--- config.mk ---
export PLATFORM = sky130hd
export DESIGN_NAME = div16x8_seq
export DESIGN_NICKNAME = d
export VERILOG_FILES = /design/src/rtl/div16x8_seq.sv
export SDC_FILE = /design/constraint.sdc
export NUM_CORES = 1
export LEC_CHECK = 0
export CORE_MARGIN = 5
export CORE_UTILIZATION = 35
export CTS_BUF_LIST = sky130_fd_sc_hd__clkbuf_2
export CTS_CLUSTER_DIAMETER = 60
export DETAILED_ROUTE_END_ITERATION = 12
export PLACE_DENSITY = 0.66
export SLEW_MARGIN = 20
export SYNTH_ARGS = -nofsm -noshare
export SYNTH_HDL_FRONTEND = slang
export SYNTH_SLANG_ARGS = --single-unit
--- constraint.sdc ---
create_clock -name clk -period 4.8 [get_ports clk]
set_clock_uncertainty 0.2 [all_clocks]
set_input_delay 1.2 -clock clk [delete_from_list [all_inputs] [get_ports clk]]
set_output_delay 1.2 -clock clk [all_outputs]
set_load 0.005 [all_outputs]
--- src/rtl/div16x8_seq.sv ---
// Sequential restoring divider: 2N-bit dividend / N-bit divisor, one quotient bit per clock.
// Define DIV_SEG_EN to add a registered seven-segment display of the state code.
`ifdef DIV_SEG_EN
module div16x8_seg7 (
  input  logic       clk,
  input  logic       reset_a,
  input  logic [2:0] code,
  output logic [6:0] seg
);
  // seg[6:0] = {a,b,c,d,e,f,g}
  always_ff @(posedge clk) begin
    if (reset_a) begin
      seg <= 7'b0000000;
    end else begin
      case (code)
        3'd0:    seg <= 7'b1111110;
        3'd1:    seg <= 7'b0110000;
        3'd2:    seg <= 7'b1101101;
        3'd3:    seg <= 7'b1001111;
        default: seg <= 7'b0000000;
      endcase
    end
  end
endmodule
`endif

// state | meaning
// IDLE  | waiting for start; last result held
// CALC  | shifting out one quotient bit per clock
// DONE  | result valid, waiting for start to drop
// ERR   | divide-by-zero or quotient overflow, waiting for start to drop
module div16x8_seq #(
  parameter int N = 8
) (
  input  logic           clk,
  input  logic           reset_a,
  input  logic           start,
  input  logic [2*N-1:0] dividend,
  input  logic [N-1:0]   divisor,
  output logic [N-1:0]   quotient,
  output logic [N-1:0]   remainder,
  output logic           done_flag,
  output logic           err_flag,
  output logic           busy,
  output logic [2:0]     state_out
`ifdef DIV_SEG_EN
  ,
  output logic           seg_a,
  output logic           seg_b,
  output logic           seg_c,
  output logic           seg_d,
  output logic           seg_e,
  output logic           seg_f,
  output logic           seg_g
`endif
);
  localparam int CW = $clog2(N) + 1;
  localparam logic [CW-1:0] LAST = CW'(N - 1);

  typedef enum logic [1:0] {
    S_IDLE = 2'd0,
    S_CALC = 2'd1,
    S_DONE = 2'd2,
    S_ERR  = 2'd3
  } state_t;

  state_t        state;
  logic [N:0]    r;
  logic [N-1:0]  q;
  logic [N-1:0]  dvs;
  logic [CW-1:0] count;

  logic [N:0]    t;
  logic          ge;
  logic [N:0]    r_next;
  logic [N-1:0]  q_next;

  assign t = {r[N-1:0], q[N-1]};

  // r[N] stays 0 while R < divisor holds; folding it in keeps the compare a true N+2-bit guard
  always_comb begin
    ge     = r[N] || (t >= {1'b0, dvs});
    r_next = ge ? (t - {1'b0, dvs}) : t;
    q_next = {q[N-2:0], ge};
  end

  always_ff @(posedge clk) begin
    if (reset_a) begin
      state     <= S_IDLE;
      r         <= '0;
      q         <= '0;
      dvs       <= '0;
      count     <= '0;
      quotient  <= '0;
      remainder <= '0;
      done_flag <= 1'b0;
      err_flag  <= 1'b0;
      busy      <= 1'b0;
      state_out <= 3'd0;
    end else begin
      case (state)
        S_IDLE: begin
          if (start) begin
            // divisor == 0 always satisfies the overflow test, so both errors share one path
            if ((divisor == '0) || (dividend[2*N-1:N] >= divisor)) begin
              state     <= S_ERR;
              state_out <= {1'b0, S_ERR};
              err_flag  <= 1'b1;
              quotient  <= '0;
              remainder <= '0;
            end else begin
              state     <= S_CALC;
              state_out <= {1'b0, S_CALC};
              busy      <= 1'b1;
              r         <= {1'b0, dividend[2*N-1:N]};
              q         <= dividend[N-1:0];
              dvs       <= divisor;
              count     <= '0;
            end
          end
        end
        S_CALC: begin
          r     <= r_next;
          q     <= q_next;
          count <= count + CW'(1);
          if (count == LAST) begin
            state     <= S_DONE;
            state_out <= {1'b0, S_DONE};
            busy      <= 1'b0;
            done_flag <= 1'b1;
            quotient  <= q_next;
            remainder <= r_next[N-1:0];
          end
        end
        S_DONE, S_ERR: begin
          if (!start) begin
            state     <= S_IDLE;
            state_out <= {1'b0, S_IDLE};
            done_flag <= 1'b0;
            err_flag  <= 1'b0;
          end
        end
        default: begin
          state     <= S_IDLE;
          state_out <= 3'd0;
          busy      <= 1'b0;
          done_flag <= 1'b0;
          err_flag  <= 1'b0;
        end
      endcase
    end
  end

`ifdef DIV_SEG_EN
  logic [6:0] seg;

  div16x8_seg7 u_seg7 (
    .clk     (clk),
    .reset_a (reset_a),
    .code    (state_out),
    .seg     (seg)
  );

  assign {seg_a, seg_b, seg_c, seg_d, seg_e, seg_f, seg_g} = seg;
`endif

endmodule

Word-level counts from Yosys, hierarchy flattened
Cells that the tools add are included.

storage, ports and cells
  register bits = 53
  bits of input ports = 27
  output and inout bits = 22
  logic and storage cells = 76

cells by class
  add/subtract/negate cells = 2
  magnitude comparators = 2
  eq/ne operators = 9
  muxes and demuxes = 36
  bitwise operators = 1
  reduce and logical (&&, ||, !) cells = 15

operators with widths
  kind                                                              count
  8-bit 2-to-1 mux                                                  6
  8-bit one-hot mux with 2 select lines                             3
  9-bit 2-to-1 mux                                                  3
  9-bit one-hot mux with 2 select lines                             1
  3-bit AND reduction                                               4
  4-bit AND reduction                                               3
  2-bit 2-to-1 mux                                                  5
  2-bit != test (second input constant)                             5
  9-bit by 8-bit >= comparator with 1-bit output                    1
  3-bit 2-to-1 mux                                                  3
  3-bit one-hot mux with 3 select lines                             1
  9-bit by 8-bit subtractor with 9-bit output                       1
  8-bit >= comparator                                               1
  8-bit logical NOT                                                 1
  4-bit 2-to-1 mux                                                  2
  4-bit one-hot mux with 2 select lines                             1
  1-bit 2-to-1 mux                                                  7
  1-bit one-hot mux with 2 select lines                             3
  2-bit one-hot mux with 3 select lines                             1
  2-bit nonzero test                                                3
  4-bit by 1-bit adder with 4-bit output (second input constant)    1
  2-bit == test (second input constant)                             2
  4-bit by 3-bit == test with 1-bit output (second input constant)  1
  2-bit by 1-bit == test with 1-bit output (second input constant)  1
  other kinds (4)                                                   5

Depth between registers and ports, before layout
Gate-level depths: netlist of the first run.

  depth after elaboration = 5
  depth in mapped cells = 10
  depth with buffers taken out = 10

Worst setup path after synthesis of the first run
OpenSTA, ideal clock, no wires.

  path kind = in2reg
  from = input port dividend[8]
  to = register remainder[0]
  library setup time = 0.070 ns
  data arrival time = 2.695 ns
  data required time = 4.530 ns
  setup slack = 1.835 ns
  stages on the path = 9
  buffers on the path = 1
  cell sequence = inv_1 > ha_1 > nor3b_1 > o21ai_1 > a211oi_4 > o21ai_1 > buf_2 > nor2_4 > o2bb2ai_1

between the ends
  cells in the longest elaborated chain, start to end = 4

RTL lines
  item                                  RTL line  text
  start: declaration                    38        input logic [2*N-1:0] dividend,
  8-bit >= comparator                   105       if ((divisor == '0) || (dividend[2*N-1:N] >= divisor)) begin
  1-bit logical OR                      105
  2-bit != test (no source line)        n/a
  4-bit AND reduction (no source line)  n/a
  end signal: assignment                132       remainder <= r_next[N-1:0];
  end: declaration                      41        output logic [N-1:0] remainder,

Every way passes these cells.
A chain may end at the register's enable or synchronous reset.

Final worst setup path of the first run
  from = input port dividend[8]
  to = register dvs[5]

between the ends
  cells in the longest elaborated chain, start to end = 4

RTL lines
  item                                  RTL line  text
  8-bit >= comparator                   105
  1-bit logical OR                      105
  1-bit NOT (no source line)            n/a
  3-bit AND reduction (no source line)  n/a
  end signal: assignment                117       dvs <= divisor;
  end: declaration                      70        logic [N-1:0] dvs;

Every way passes these cells.

==> results of run 1 <==
-- stage by stage --
step | instance area (sq um) | setup slack [ns] | util
final | 3400 | 1.38 | 0.435
after global routing | 3400 | 1.18 | 0.435
after CTS | 3400 | 1.39 | 0.435
after detailed placement | 3330 | 0.904 | 0.426
after global placement | 3330 | 0.984 | 0.426
after floorplan | 2840 | 1.83 | -
-- power breakdown --
group | switching [mW] | internal, mW | total (mW)
sequential | 0.0236 | 0.447 | 0.470
clock | 0.143 | 0.0872 | 0.231
combinational | 0.208 | 0.188 | 0.396
total | 0.375 | 0.721 | 1.10
-- per-layer routing --
layer / track usage / vias up / wire [microns]
li1: - / 1150 / -
met1: 0.168 / 1077 / 2880
met2: 0.230 / 35 / 3210
met3: 0.0327 / 5 / 255
met4: 0.0249 / 0 / 48
met5: 0 / - / 0
-- registers in the layout, summed over array words and instances, names as in the netlist --
signal / cells
busy: 1
count: 4
done_flag: 1
dvs: 8
err_flag: 1
q: 8
quotient: 8
r: 9
remainder: 8
state_out: 2
-- critical path, cell delays in order --
cell and delay (ns):
clkdlybuf4s50_1 0.48, inv_1 0.05, ha_1 0.28, nor3b_1 0.18, o21ai_1 0.16, a211oi_4 0.40, nand3b_1 0.48, mux2i_1 0.30
nor2_1 0.05
-- cells in the final DEF, fill, tap and decap left out, types with 2 or more instances in the layout --
cell type	count
nand3_1	3
nand3b_1	3
dfxtp_1	50
nand4_1	2
a211o_1	2
nor3_1	4
nand2_1	8
xor2_1	2
a21o_1	9
and2_1	7
o21ai_1	3
a22oi_1	3
nor3b_1	2
xnor2_1	2
o21ai_0	3
clkdlybuf4s50_1	47
inv_1	20
clkbuf_2	5
a21oi_1	17
mux2i_1	40
o21a_1	2
nor2b_1	3
a211oi_1	8
buf_4	4
ha_1	17
nand2b_1	3
o2bb2ai_1	7
nor2_1	36
clkinvlp_4	2
a221oi_1	2
-- layout make-up --
type | instances | area (sq um)
flip-flops and latches | 50 | 1000
inverters | 20 | 75.1
multi-input cells | 215 | 1630
clock inverters | 3 | 45.0
clock buffers | 5 | 25.0
well taps | 102 | 128
repair buffers | 51 | 500
fillers | 774 | 4410
-- how the worst min path moves through the flow --
stage                             from           end  slack [ns]  cells after the start
after floorplan                   busy          busy        0.25                      2
after global routing      remainder[0]  remainder[0]        0.30                      1
after CTS                    done_flag     done_flag        0.28                      2
after global placement    remainder[1]  remainder[1]        0.25                      1
final                        done_flag     done_flag        0.27                      2
after detailed placement  remainder[0]  remainder[0]        0.25                      1
-- Yosys cell counts (4+ instances only) --
| library cell | count | area share |
|---|---|---|
| nor2_1 | 36 | 0.048 |
| a21oi_1 | 17 | 0.030 |
| inv_1 | 20 | 0.026 |
| mux2i_1 | 40 | 0.14 |
| a21o_1 | 9 | 0.024 |
| and2_1 | 7 | 0.015 |
| a211oi_1 | 8 | 0.021 |
| dfxtp_1 | 50 | 0.35 |
| clkbuf_8 | 4 | 0.019 |
| clkbuf_1 | 6 | 0.0079 |
| nor3_1 | 4 | 0.0070 |
| o2bb2ai_1 | 7 | 0.022 |
| nand2_1 | 8 | 0.011 |
| nand2b_1 | 4 | 0.0088 |
| ha_1 | 17 | 0.075 |
-- logic make-up (layout without fill, tap and decap cells) --
group                      Yosys count  count (layout)  synth area share
and+or+nand+nor                     82              82             0.148
xor gates and xnor gates             4               4            0.0123
other                                1               1           0.00132
buffers and inverters               38              79            0.0770
adders and majority gates           18              18            0.0819
AOI/OAI and AO/OA                   70              70             0.187
muxes                               40              40             0.141
DFF                                 50              50             0.352
==> metrics, run 1 <==
Final Power about 1.1 mW; final WL 6.40 mm; fmax between 200 and 300 MHz; post_cts resized 0; maximum clock path buffer count 2; clk slew on worst S/H paths 0.26 ns; Num CTS Buffers 5; gate count after technology mapping 303; wire per inst 14.3 microns; CTS Root Cell clkbuf_2; CP arrival 3.60 ns; WS Path Type in -> reg; final cell count without fillers 446; clk sinks 50; Initial Util 0.364; type of the worst min-delay path reg -> reg; Setup TNS 0 ns; Setup Buffers After CTS 0; vias per inst 5.08; cts hold-fix bufs 0; Post-synth ARST share 0; final worst path period need ~3.4 ns; #FFs+latches synth 50; Slew headroom 0.509; static leakage 1.47 nW; number of synthesized flops with an enable pin 0; final setup violation count 0; Final nets 388; Synth Flop Type dfxtp_1; antenna cells 0; Vias 2267; Pwr Density approximately 320 nW/um^2; Reg2Reg Capture Point r[0]; Worst Setup EP dvs[5]; pin count of the biggest net entering global routing 30; IO Count 49; # rows 32; port buffer count 47; critical path required time about 5.0 ns; fin. max-slew vios 0; Final Hold Fails 0; FF-to-FF Start dvs[4]; MaxCap Viol Count 0; Die Y 100 microns; Worst IR Drop VDD 0.000103 V; Skew-Pair Late Insertion Delay 0.44 ns; Ys Warns 0; layout cell share with drive strength beyond 1 0.0727; Worst-Margin Slew 0.737 ns; Core ar. slightly below 8000 sq um; Seq/Total Area, Yosys 0.352; Starting DRT DRC Count 110; Die X 100 microns; setup repair after global routing missed its margin no; H-tree depth 2; Die ar. 10000 sq um; vias in the first global route roughly 2200; total global routing overflow 0; final worst path period share 0.713; Worst Setup SP dividend[8]; global-route wire length before repair roughly 11 mm; hold_ws 0.274 ns; Cells after DPL 438; drt pass-1 iters 4; Syn Nets 348; CTS tree yes; initial antenna violation count 0; R2R depth 8; CP Capture Type flop; ANT nets after route 0; mapped cell area 2840 sq um; run status finished clean; GRT Total Usage 0.133; Final GP Congestion 0.845; dpl hpwl 4.92 mm; mean post-synth cell area 9.38 sq um; Residual DRC 0; crit-path max FO 9; flop2flop setup slack 2.05 ns; post-synth cell types 60; Worst setup SP type input pin; area grow syn2layout 19.6%
Power figures use the tool's default switching activity.
==> run 2: changes to the inputs <==
==> constraint.sdc (replaced) <==
create_clock -name clk -period 3.3 [get_ports clk]
set_clock_uncertainty 0.2 [all_clocks]
set_input_delay 0.825 -clock clk [delete_from_list [all_inputs] [get_ports clk]]
set_output_delay 0.825 -clock clk [all_outputs]
set_load 0.005 [all_outputs]
==> run 2 against run 1 <==
- routed wire length rose by 3.3%
- flip-flop and latch count did not move
- clock power rose by 41%
- sequential share of layout area fell by 0.45 points
- core utilization rose by 0.67 points
- first-iteration DRC count fell by 35%
- via count rose by 0.31%
- clock-buffer cell count rose by 2
- total power rose by 47%
- combinational power rose by 51%
- largest cell class unchanged
==> metrics, run 2 (same netlist as run 1, synthesis figures left out) <==
global-route wire length before repair 11.2 mm (was 10.8 mm); MaxCap Viol Count 0 (unchanged); layout cell share with drive strength beyond 1 0.0909 (was 0.0727); Biggest register r (unchanged); wire per inst 14.6 microns (was 14.3 microns); Worst setup SP type input pin (unchanged); # rows 32 (unchanged); part of the power in registers 0.426 (was 0.429); Global Route met2 Usage 0.242 (was 0.230); run status finished clean (unchanged); Final GP Congestion 0.808 (was 0.845); final WL 6.61 mm (was 6.40 mm); final worst path period need approximately 2.9 ns; clk slew on worst S/H paths 0.25 ns (was 0.26 ns); IO Count 49 (unchanged); Final nets 396 (was 388); CTS tree yes (unchanged); dpl hpwl 5.06 mm (was 4.92 mm); Worst IR Drop VDD 0.000196 V (was 0.000103 V); Vias 2274 (was 2267); critical path's slowest cell clkdlybuf4s50_1 (unchanged); drt pass-1 iters 4 (unchanged); Worst-Margin Slew 0.911 ns (was 0.737 ns); Slew headroom 0.392 (was 0.509); post_cts resized 0 (unchanged); GRT Total Usage 0.138 (was 0.133); vias in the first global route 2314 (was 2190); fin. max-slew vios 0 (unchanged); critical path required time 3.48 ns (was 4.97 ns); Pwr Density 466 nW/um^2 (was 323 nW/um^2); WS Path Type in -> reg (unchanged); met3 Track Usage GR 0.0354 (was 0.0327); Setup Buffers After CTS 0 (unchanged); Final Cell Area 3450 sq um (was 3400 sq um); final worst path period share 0.865; Residual DRC 0 (unchanged); Final Hold Fails 0 (unchanged); CP arrival 3.03 ns (was 3.60 ns); Clock Power Share 0.203 (was 0.210); clk sinks 50 (unchanged); Sw Pwr 538 uW (was 375 uW); Num CTS Buffers 5 (unchanged); final setup violation count 0 (unchanged); H-tree depth 2 (unchanged); Register Area 1000 sq um (unchanged); global routing usage on met1 0.167 (was 0.168); Core ar. 7810 sq um (unchanged); commonest non-fill, non-tap cell in the layout dfxtp_1 (unchanged); CP peak stage delay 0.48 ns (about the same); setup repair after global routing missed its margin no (unchanged); most frequent cells in the layout 50 x dfxtp_1, 47 x clkdlybuf4s50_1, 40 x mux2i_1, 36 x nor2_1, 20 x inv_1 (unchanged); initial antenna violation count 0 (unchanged); Int Power 1.07 mW (was 721 uW); Skew-Pair Late Insertion Delay 0.44 ns (about the same); DP Worst Slack -0.0412 ns (was 0.904 ns); crit-path max FO 18 (was 9); # fillers 774 (unchanged); CTS Root Cell clkbuf_2 (unchanged); pin count of the biggest net entering global routing 26 (was 30); Die Y 100 microns (unchanged); fmax 350 MHz; vias per inst 5.01 (was 5.08); Die ar. 10000 sq um (unchanged); Setup TNS 0 ns (unchanged); max FFs per register 9 (unchanged); maximum clock path buffer count 2 (unchanged); port buffer count 47 (unchanged); total global routing overflow 0 (unchanged); GR peak layer met2 (unchanged); type of the worst min-delay path reg -> reg (unchanged); antenna cells 0 (unchanged); static leakage 1.51 nW (was 1.47 nW); area grow syn2layout 21.4% (was 19.6%); Sw Ratio 0.334 (was 0.342); hold_ws 0.272 ns (was 0.274 ns); Die X 100 microns (unchanged); crit path cell chain clkdlybuf4s50_1, inv_1, ha_1, nor3b_1, o21ai_1, a211oi_4, nand2_4, mux2i_1, a211oi_1 (was clkdlybuf4s50_1, inv_1, ha_1, nor3b_1, o21ai_1, a211oi_4, nand3b_1, mux2i_1, nor2_1); post-place instance area 3390 sq um (was 3330 sq um); Starting DRT DRC Count 72 (was 110); Initial Util 0.364 (unchanged); Final WS setup 0.445 ns (was 1.38 ns); cts hold-fix bufs 0 (unchanged); ANT nets after route 0 (unchanged); Multi-input gate area 1620 sq um (was 1630 sq um); CP Capture Type flop (unchanged); Gate power share 0.371 (was 0.361)
## run 2: changes by cell type in the layout (fill, tap and decap cells not counted), sizes merged
cell,before,now
clkbuf,5,7
buf,4,12
clkinvlp,2,0
## run 2: path summary, 6_finish.rpt
| kind | start | endpoint | slack [ns] | cells past startpoint |
|---|---|---|---|---|
| setup reg to reg | dvs[4] | r[4] | 0.57 | 8 |
| hold reg to reg | done_flag | done_flag | 0.27 | 2 |
| hold / removal | done_flag | done_flag | 0.27 | 2 |
| setup / recovery | dividend[8] | q[5] | 0.45 | 9 |
## run 2: power groups by stage
stage          Combinational [mW]  Sequential (mW)  Clock [mW]
6_report                    0.598            0.686       0.326
5_1_grt                     0.662            0.693       0.362
4_1_cts                     0.601            0.686       0.334
3_5_place_dp                0.596            0.698           0
3_3_place_gp                0.588            0.696           0
2_1_floorplan               0.469            0.685           0
## run 2: cell type report
| type | count | share of cell area |
|---|---|---|
| clock buffer | 7 | 0.0101 |
| inverter | 20 | 0.0217 |
| sequential | 50 | 0.290 |
| tap | 102 | 0.0370 |
| timing repair buffer | 59 | 0.162 |
| multi-input combinational | 215 | 0.470 |
| clock inverter | 1 | 0.00870 |
## run 2: layer usage
layer  vias up  routed length [microns]
li1       1166                        -
met1      1056                     2830
met2        44                     3300
met3         8                      382
met4         0                      101
met5         -                        0
## run 2: critical path, delay by kind of cell
kind | cells | cell delay [ns]
and+or+nand+nor | 2 | 0.45
muxes | 1 | 0.18
adders and majority gates | 1 | 0.28
AOI/OAI and AO/OA | 3 | 0.77
buffers and inverters | 2 | 0.53
## run 2: per-stage QoR
| step | util | power [mW] | instances |
|---|---|---|---|
| finish | 0.442 | 1.61 | 454 |
| global route | 0.442 | 1.72 | 454 |
| CTS | 0.442 | 1.62 | 454 |
| detailed placement | 0.434 | 1.29 | 446 |
| global placement | 0.434 | 1.28 | 446 |
| floorplan | - | 1.15 | 303 |
